### config.mk
export PLATFORM = sky130hd
export DESIGN_NAME = freq_counter_multi_flat
export DESIGN_NICKNAME = d
export VERILOG_FILES = /design/src/rtl/fc_pkg.sv /design/src/rtl/freq_counter_multi_if.sv /design/src/rtl/fc_edge_chan.sv /design/src/rtl/freq_counter_multi.sv /design/src/flat_wrapper.sv
export SDC_FILE = /design/constraint.sdc
export NUM_CORES = 1
export LEC_CHECK = 0
export CAP_MARGIN = 5
export CORE_MARGIN = 3
export CORE_UTILIZATION = 45
export CTS_CLUSTER_DIAMETER = 30
export DETAILED_ROUTE_END_ITERATION = 7
export PLACE_DENSITY_LB_ADDON = 0.12
export REMOVE_ABC_BUFFERS = 1
export SLEW_MARGIN = 10
export SYNTH_ARGS = -nofsm -noshare
export SYNTH_HDL_FRONTEND = slang
export SYNTH_HIERARCHICAL = 1
export SYNTH_SLANG_ARGS = --single-unit
### constraint.sdc
create_clock -name slowclock -period 6.2 [get_ports slowclock]
set_input_delay 1.86 -clock slowclock [delete_from_list [all_inputs] [get_ports slowclock]]
set_output_delay 1.86 -clock slowclock [all_outputs]
set_load 0.005 [all_outputs]
### src/rtl/fc_pkg.sv
// Shared types and helpers for the multi-channel frequency counter.
// Holds the gate FSM encoding and the saturating edge increment.
package fc_pkg;

    typedef enum logic {
        FC_IDLE = 1'b0,
        FC_RUN  = 1'b1
    } fc_state_e;

    localparam int unsigned FC_MAX_W = 64;

    function automatic logic [FC_MAX_W-1:0] sat_inc(
        input logic [FC_MAX_W-1:0] cnt,
        input logic                inc,
        input int unsigned         width
    );
        logic [FC_MAX_W-1:0] max_v;
        max_v = (64'd1 << width) - 64'd1;
        if (inc && (cnt != max_v)) begin
            return cnt + 64'd1;
        end
        return cnt;
    endfunction

endpackage

### src/rtl/freq_counter_multi_if.sv
// Host-side bus of the frequency counter: channel inputs, control
// pulses and latched results.
interface freq_counter_multi_if #(
    parameter int NCH    = 4,
    parameter int CNT_W  = 32,
    parameter int GATE_W = 26
);
    logic [NCH-1:0]       sig_i;
    logic [NCH-1:0]       edge_sel_i;
    logic [GATE_W-1:0]    gate_len_i;
    logic                 continuous_i;
    logic                 start_i;
    logic                 stop_i;
    logic                 busy_o;
    logic                 valid_o;
    logic [NCH*CNT_W-1:0] count_o;
    logic [NCH-1:0]       ovf_o;

    modport master (
        output sig_i, edge_sel_i, gate_len_i,
        output continuous_i, start_i, stop_i,
        input  busy_o, valid_o, count_o, ovf_o
    );

    modport slave (
        input  sig_i, edge_sel_i, gate_len_i,
        input  continuous_i, start_i, stop_i,
        output busy_o, valid_o, count_o, ovf_o
    );
endinterface

### src/rtl/fc_edge_chan.sv
// One counter channel: input synchroniser, edge detect, saturating
// edge counter and sticky overflow flag for the current window.
module fc_edge_chan
    import fc_pkg::*;
#(
    parameter int CNT_W       = 32,
    parameter int SYNC_STAGES = 2
) (
    input  logic             slowclock,
    input  logic             reset,
    input  logic             sig_i,
    input  logic             edge_sel_i,
    input  logic             clr_i,
    input  logic             en_i,
    output logic [CNT_W-1:0] cnt_nxt_o,
    output logic             ovf_nxt_o
);

    logic [SYNC_STAGES-1:0] sync_q, sync_d;
    logic                   prev_q, prev_d;
    logic [CNT_W-1:0]       cnt_q, cnt_d;
    logic                   ovf_q, ovf_d;
    logic                   sync_s;
    logic                   edge_hit;
    logic [CNT_W-1:0]       cnt_sum;

    assign sync_s = sync_q[SYNC_STAGES-1];

    always_comb begin
        sync_d   = {sync_q[SYNC_STAGES-2:0], sig_i};
        // prev tracks every cycle so entering RUN never sees a stale edge
        prev_d   = sync_s;
        edge_hit = (sync_s & ~prev_q) | (edge_sel_i & (sync_s ^ prev_q));
        cnt_sum  = CNT_W'(sat_inc(64'(cnt_q), edge_hit, CNT_W));
        cnt_nxt_o = cnt_sum;
        ovf_nxt_o = ovf_q | (edge_hit & (&cnt_q));
        cnt_d    = cnt_q;
        ovf_d    = ovf_q;
        if (clr_i) begin
            cnt_d = '0;
            ovf_d = 1'b0;
        end else if (en_i) begin
            cnt_d = cnt_sum;
            ovf_d = ovf_nxt_o;
        end
    end

    always_ff @(posedge slowclock) begin
        if (reset) begin
            sync_q <= '0;
            prev_q <= 1'b0;
            cnt_q  <= '0;
            ovf_q  <= 1'b0;
        end else begin
            sync_q <= sync_d;
            prev_q <= prev_d;
            cnt_q  <= cnt_d;
            ovf_q  <= ovf_d;
        end
    end

endmodule

### src/rtl/freq_counter_multi.sv
// Gate FSM, window counter and result latches for NCH edge-counting
// channels; one-shot or back-to-back continuous windows.
module freq_counter_multi
    import fc_pkg::*;
#(
    parameter int NCH         = 4,
    parameter int CNT_W       = 32,
    parameter int GATE_W      = 26,
    parameter int SYNC_STAGES = 2
) (
    input  logic                 slowclock,
    input  logic                 reset,
    freq_counter_multi_if.slave  fc
);

    fc_state_e                  state_q, state_d;
    logic [GATE_W-1:0]          gate_cnt_q, gate_cnt_d;
    logic                       busy_q, busy_d;
    logic                       valid_q, valid_d;
    logic [NCH*CNT_W-1:0]       count_q, count_d;
    logic [NCH-1:0]             ovf_q, ovf_d;
    logic                       chan_clr;
    logic                       chan_en;
    logic [NCH-1:0][CNT_W-1:0]  cnt_nxt;
    logic [NCH-1:0]             ovf_nxt;

    for (genvar k = 0; k < NCH; k++) begin : g_chan
        fc_edge_chan #(
            .CNT_W       (CNT_W),
            .SYNC_STAGES (SYNC_STAGES)
        ) u_chan (
            .slowclock  (slowclock),
            .reset      (reset),
            .sig_i      (fc.sig_i[k]),
            .edge_sel_i (fc.edge_sel_i[k]),
            .clr_i      (chan_clr),
            .en_i       (chan_en),
            .cnt_nxt_o  (cnt_nxt[k]),
            .ovf_nxt_o  (ovf_nxt[k])
        );
    end

    always_comb begin
        state_d    = state_q;
        gate_cnt_d = gate_cnt_q;
        valid_d    = 1'b0;
        count_d    = count_q;
        ovf_d      = ovf_q;
        chan_clr   = 1'b0;
        chan_en    = 1'b0;
        unique case (state_q)
            FC_IDLE: begin
                if (fc.start_i && (fc.gate_len_i != '0)) begin
                    gate_cnt_d = fc.gate_len_i;
                    chan_clr   = 1'b1;
                    state_d    = FC_RUN;
                end
            end
            FC_RUN: begin
                if (fc.stop_i) begin
                    gate_cnt_d = '0;
                    chan_clr   = 1'b1;
                    state_d    = FC_IDLE;
                end else if (gate_cnt_q == GATE_W'(1)) begin
                    // final cycle's edge is folded into the latched value
                    count_d  = cnt_nxt;
                    ovf_d    = ovf_nxt;
                    valid_d  = 1'b1;
                    chan_clr = 1'b1;
                    if (fc.continuous_i && (fc.gate_len_i != '0)) begin
                        gate_cnt_d = fc.gate_len_i;
                    end else begin
                        gate_cnt_d = '0;
                        state_d    = FC_IDLE;
                    end
                end else begin
                    gate_cnt_d = gate_cnt_q - GATE_W'(1);
                    chan_en    = 1'b1;
                end
            end
            default: state_d = FC_IDLE;
        endcase
        busy_d = (state_d == FC_RUN);
    end

    always_ff @(posedge slowclock) begin
        if (reset) begin
            state_q    <= FC_IDLE;
            gate_cnt_q <= '0;
            busy_q     <= 1'b0;
            valid_q    <= 1'b0;
            count_q    <= '0;
            ovf_q      <= '0;
        end else begin
            state_q    <= state_d;
            gate_cnt_q <= gate_cnt_d;
            busy_q     <= busy_d;
            valid_q    <= valid_d;
            count_q    <= count_d;
            ovf_q      <= ovf_d;
        end
    end

    assign fc.busy_o  = busy_q;
    assign fc.valid_o = valid_q;
    assign fc.count_o = count_q;
    assign fc.ovf_o   = ovf_q;

endmodule

### src/flat_wrapper.sv
// flat-port wrapper written by rule: the top's interface ports become plain ports
module freq_counter_multi_flat import fc_pkg::*;
#(
    parameter int NCH         = 4,
    parameter int CNT_W       = 32,
    parameter int GATE_W      = 26,
    parameter int SYNC_STAGES = 2
)
  (slowclock, reset, fc_sig_i, fc_edge_sel_i, fc_gate_len_i, fc_continuous_i, fc_start_i, fc_stop_i, fc_busy_o, fc_valid_o, fc_count_o, fc_ovf_o);
  freq_counter_multi_if #(.NCH(NCH), .CNT_W(CNT_W), .GATE_W(GATE_W)) fc_i ();
  input  logic slowclock;
  input  logic reset;
  input wire logic [$bits(fc_i.sig_i)-1:0] fc_sig_i;
  input wire logic [$bits(fc_i.edge_sel_i)-1:0] fc_edge_sel_i;
  input wire logic [$bits(fc_i.gate_len_i)-1:0] fc_gate_len_i;
  input wire logic [$bits(fc_i.continuous_i)-1:0] fc_continuous_i;
  input wire logic [$bits(fc_i.start_i)-1:0] fc_start_i;
  input wire logic [$bits(fc_i.stop_i)-1:0] fc_stop_i;
  output wire logic [$bits(fc_i.busy_o)-1:0] fc_busy_o;
  output wire logic [$bits(fc_i.valid_o)-1:0] fc_valid_o;
  output wire logic [$bits(fc_i.count_o)-1:0] fc_count_o;
  output wire logic [$bits(fc_i.ovf_o)-1:0] fc_ovf_o;
  assign fc_i.sig_i = fc_sig_i;
  assign fc_i.edge_sel_i = fc_edge_sel_i;
  assign fc_i.gate_len_i = fc_gate_len_i;
  assign fc_i.continuous_i = fc_continuous_i;
  assign fc_i.start_i = fc_start_i;
  assign fc_i.stop_i = fc_stop_i;
  assign fc_busy_o = fc_i.busy_o;
  assign fc_valid_o = fc_i.valid_o;
  assign fc_count_o = fc_i.count_o;
  assign fc_ovf_o = fc_i.ovf_o;
  freq_counter_multi #(.NCH(NCH), .CNT_W(CNT_W), .GATE_W(GATE_W), .SYNC_STAGES(SYNC_STAGES)) u_core (.slowclock(slowclock), .reset(reset), .fc(fc_i));
endmodule
* Word-level counts from Yosys, hierarchy flattened
Cells that the tools add are included.
** Word-level totals
- Bits in registers :: 304
- Input port bits :: 39
- Output and inout bits :: 134
** Cells by class
- Add/sub/neg operators :: 5
- Eq/ne operators :: 6
- Mux-type cells :: 28
- Bitwise gates (word level) :: 30
- Reductions and logical operators :: 14
** Operators by type and width (count)
- $mux 32 :: 8
- $add 32x1->32 const B :: 4
- $ne 32x32->1 const B :: 4
- $reduce_and 32->1 :: 4
- $mux 26 :: 4
- $pmux 26 s2 :: 1
- $eq 26x1->1 const B :: 1
- $reduce_bool 26->1 :: 1
- $sub 26x1->26 const B :: 1
- $mux 1 :: 13
- $and 1x1->1 :: 12
- $or 1x1->1 :: 8
- $logic_and 1x1->1 :: 6
- $not 1->1 :: 6
- $pmux 1 s2 :: 2
- $xor 1x1->1 :: 4
- $reduce_and 3->1 :: 1
- $reduce_or 3->1 :: 1
- $ne 2x1->1 const B :: 1
- $reduce_or 2->1 :: 1

* Depth between registers and ports, before layout
- Word-level depth :: 6
- Depth in mapped cells :: 13
- Depth with buffers taken out :: 10

* Cells and area by module
Netlist, hierarchy kept.
** By module, submodules not included
- fc_edge_chan :: instances 4, cells each 304, area each 2484.9 um^2
- freq_counter_multi :: instances 1, cells each 828, area each 6597.6 um^2

* Worst setup path after synthesis
OpenSTA, ideal clock, no wires.
- Path type :: input port to flip-flop
- Start :: in fc_stop_i
- End :: reg u_core.g_chan[0].u_chan.cnt_q[30]
- Arrival time :: 4.418 ns
- Data required time :: 6.139 ns
- Path slack :: 1.722 ns
- Stages :: 11
- Buffers on the path :: 4
- Cells stage by stage :: nand2b_1 > clkbuf_1 > a21oi_1 > buf_2 > buf_1 > clkbuf_1 > and3_1 > o211ai_1 > a31oi_1 > or4b_2 > nand2_1
** Between the ends
- Elaborated cells on any way between the ends :: 5
** RTL lines
- start, declared :: line flat_wrapper.sv:18 : input wire logic [$bits(fc_i.stop_i)-1:0] fc_stop_i;
- $mux 1 :: line freq_counter_multi.sv:60 : if (fc.stop_i) begin
- $mux 1 :: line freq_counter_multi.sv:51 : unique case (state_q)
- net u_core.chan_en :: line freq_counter_multi.sv:23 : logic chan_en;
- end signal, assigned :: line fc_edge_chan.sv:57 : cnt_q <= cnt_d;
- end, declared :: line fc_edge_chan.sv:21 : logic [CNT_W-1:0] cnt_q, cnt_d;
The timed path passes the listed nets, and every way through them passes these cells.
A chain may end at the register's enable or synchronous reset.

* Worst setup path after layout
- Start :: in fc_gate_len_i[13]
- End :: reg u_core.g_chan[1].u_chan.cnt_q[30]
** Between the ends
- Word-level cells in the longest chain between the ends :: 5
** RTL lines
- start, declared :: line flat_wrapper.sv:15 : input wire logic [$bits(fc_i.gate_len_i)-1:0] fc_gate_len_i;
- $reduce_bool 26->1 :: line freq_counter_multi.sv:53 : if (fc.start_i && (fc.gate_len_i != '0)) begin
- $logic_and 1x1->1 :: line freq_counter_multi.sv:53
- $mux 1 :: line freq_counter_multi.sv:53
- $pmux 1 s2 :: line freq_counter_multi.sv:51
- net u_core.chan_clr :: line freq_counter_multi.sv:22 : logic chan_clr;
- $reduce_or 2->1 (no line)
- end signal, assigned :: line fc_edge_chan.sv:57
- end, declared :: line fc_edge_chan.sv:21
The timed path passes the listed nets, and every way through them passes these cells.

==> metrics.txt <==
status=finished clean; share of cells above drive strength 1=between 10% and 20%; Clock Tree Buf Depth=3; Fin. Hold Viols=0; Max Cap Viol=0; grt ovf=0; Core ar.=around 36000 µm²; count leader, synth=nand2_1; routed len/inst=between 15 and 20 µm; aggregate routed wire length=about 47 mm; Yosys warnings=6; I/O pin cnt=between 150 and 200; syn avg cell area=between 8 and 9 µm²; Port Buffer Count=approximately 170; Reg clk slew, reported paths=approximately 0.050 ns; Finish-stage setup viols=0; peak supply drop=0.2333 mV; Post-synth EDFFs=0; Die Wd=~200 µm; largest net degree at the start of global routing=about 130; Multi-input gate area=between 9000 and 10000 µm²; # rows=69; top-area cell type share of the netlist area=36.80%; ANT cells=0; CTS root buf=clkbuf_16; Cell Area, Synth=16540 µm²; Critical Path AT=around 5.0 ns; Distinct cells, synth=73; crit end category=flip-flop; Critical Path Source Type=input port; Layout fillers=roughly 3300; Gate Count Post-Synth=~2000; die height=just under 200 µm; max frequency=between 200 and 250 MHz; Critical Setup Path Class=in2reg; top post-synthesis cells by area=dfxtp_1 37%, nand2_1 8.8%, a21oi_1 6.0%; ys flop type=dfxtp_1; vias per cell=approximately 5.8; RSZ-0062 raised after global routing=no; worst slew pin tran=roughly 1.1 ns; Post-CTS Hold Fix Bufs=0; Synth area leader=dfxtp_1; clk_lat worst skew=slightly below 0.6 ns; flops & latches, synth=approximately 300; 1st-pass router iterations=7; clk_skew=roughly 0.024 ns; final setup margin=roughly 1.7 ns; Final Util=58.91%; total CTS buffers=80; Hold Path Class=reg2reg; GRT Util Overall=23.65%; DIE AREA=39090 µm²; LEAKAGE=0.007516 µW; post-route clock period utilization=approximately 73%; post-synthesis sequential area ratio=36.80%; cts repair resizes=0; Routed Antenna Nets=0; CTS tree=yes; vias in the first global route=14980; pwr dens=316.6 nW/µm²; first-pass GRT wire length=roughly 77 mm; Critical Path RT=between 6 and 7 ns; worst slack at placement=1.187 ns; Initial Util=between 40 and 50%; slew margin rel.=between 20 and 30%; setup TNS=0 ns; Post-synth top cells=389 x nand2_1, 304 x dfxtp_1, 198 x a21oi_1, 133 x nor2_1, 90 x xor2_1; FF+latch area=6086 µm²; initial antenna violation count=0; Final GP Congestion=between 0.9 and 1; CTS H-tree depth=3; # clock sinks=304; Final HPWL DP=roughly 31 mm; area growth from synthesis to layout=27.93%; CP Max Fanout=33; fin nets=~2200; drt first-iter violations=~1100; Post-CTS Setup Bufs=0; max-slew violation count=0; post-route minimum period=4.504 ns; Vias=around 16000; Remaining DRCs=0; FFs w/ async S/R, synth=0%
==> through the flow <==
| step | hold slack, ns | std cells | instance area (µm²) | total power [µW] |
|---|---|---|---|---|
| 2_1_floorplan | 0.4138 | 1913 | 15830 | 2193 |
| 3_3_place_gp | 0.4207 | 2555 | 18240 | 2305 |
| 3_5_place_dp | 0.4304 | 2555 | 18240 | 2308 |
| 4_1_cts | 0.4419 | 2702 | 21160 | 6768 |
| 5_1_grt | 0.4625 | 2702 | 21160 | 6900 |
| 6_report | 0.4362 | 2702 | 21160 | 6699 |
==> critical path, stage by stage <==
cell,delay (ns)
clkdlybuf4s50_1,0.44
nor4_1,0.55
and4_1,0.33
a21o_1,0.16
nor2_1,0.20
or2_2,0.67
or4b_2,0.71
nand2_1,0.08
==> cells by family after synthesis <==
family                   share of synthesized area [%]
multiplexers                                    0.8399
buffers and inverters                            4.562
XOR/XNOR                                         8.050
AO/OA/AOI/OAI                                    20.60
flip-flops                                       36.80
adder cells (fa/ha/maj)                         0.7566
AND/OR/NAND/NOR                                  28.39
==> cell type report <==
| cell class | instances | share of cell area (%) |
|---|---|---|
| timing repair buffer | 181 | 8.581 |
| inverter | 12 | 0.2129 |
| clock buffer | 105 | 10.82 |
| sequential | 304 | 28.77 |
| tap | 461 | 2.726 |
| clock inverter | 42 | 2.951 |
| multi-input combinational | 1597 | 45.95 |
==> cells in the final DEF (no fill, tap or decap), drive strengths merged, types with 10 or more instances in the layout <==
cell type      netlist  final
or3                 64     64
a21oi              234    234
o31ai               22     22
and3                26     26
and2                12     12
ha                  10     10
nand2              389    389
or4                 18     18
and4                27     27
dfxtp              304    304
or2                 10     10
bufinv               0     13
a31oi               33     33
a41o                16     16
nor3                51     51
xnor2               62     62
clkdlybuf4s50        0    171
clkinv               0     14
clkbuf              73    105
buf                 58     10
xor2                90     90
nor4                35     35
o21ai               88     88
o22ai               17     17
nor2               133    133
a31o                16     16
nand4               41     41
inv                 12     20
nor2b               20     20
o211ai              14     14
a211oi              10     10
nor3b               12     12
nand3               55     55
==> sequential cells by signal, summed over array words and instances, names as in the netlist <==
name,cells
u_core/fc.count_o,128
u_core/fc.ovf_o,4
u_core/g_chan.u_chan/cnt_q,128
u_core/fc.valid_o,1
u_core/fc.busy_o,1
u_core/g_chan.u_chan/ovf_q,4
u_core/g_chan.u_chan/sync_q,8
u_core/g_chan.u_chan/prev_q,4
u_core/gate_cnt_q,26
==> report_power, final <==
part           total [µW]  internal [µW]  switching (µW)
clock                4420           3140            1280
combinational         276           95.1             181
sequential           2000           1980            24.9
total                6700           5210            1490
==> layer usage <==
layer | share of wire (%) | track usage (%)
met1 | 47 | 32.94
met3 | 5.7 | 4.832
met5 | 0 | 0
met2 | 45 | 36.41
met4 | 2.3 | 8.676
==> final timing paths <==
check                                                    start                                             end  slack [ns]  depth (start not counted)
hold / removal    u_core/g_chan[0].u_chan/sync_q[0]$_SDFF_PP0_    u_core/g_chan[0].u_chan/sync_q[1]$_SDFF_PP0_        0.44                          1
setup / recovery                             fc_gate_len_i[13]  u_core/g_chan[1].u_chan/cnt_q[30]$_SDFFE_PP0P_        1.70                          8
setup reg to reg             u_core/gate_cnt_q[0]$_SDFFE_PP0P_  u_core/g_chan[1].u_chan/cnt_q[28]$_SDFFE_PP0P_        2.75                          8
hold reg to reg   u_core/g_chan[0].u_chan/sync_q[0]$_SDFF_PP0_    u_core/g_chan[0].u_chan/sync_q[1]$_SDFF_PP0_        0.44                          1
Note: power is estimated with default switching activity, not from simulation.
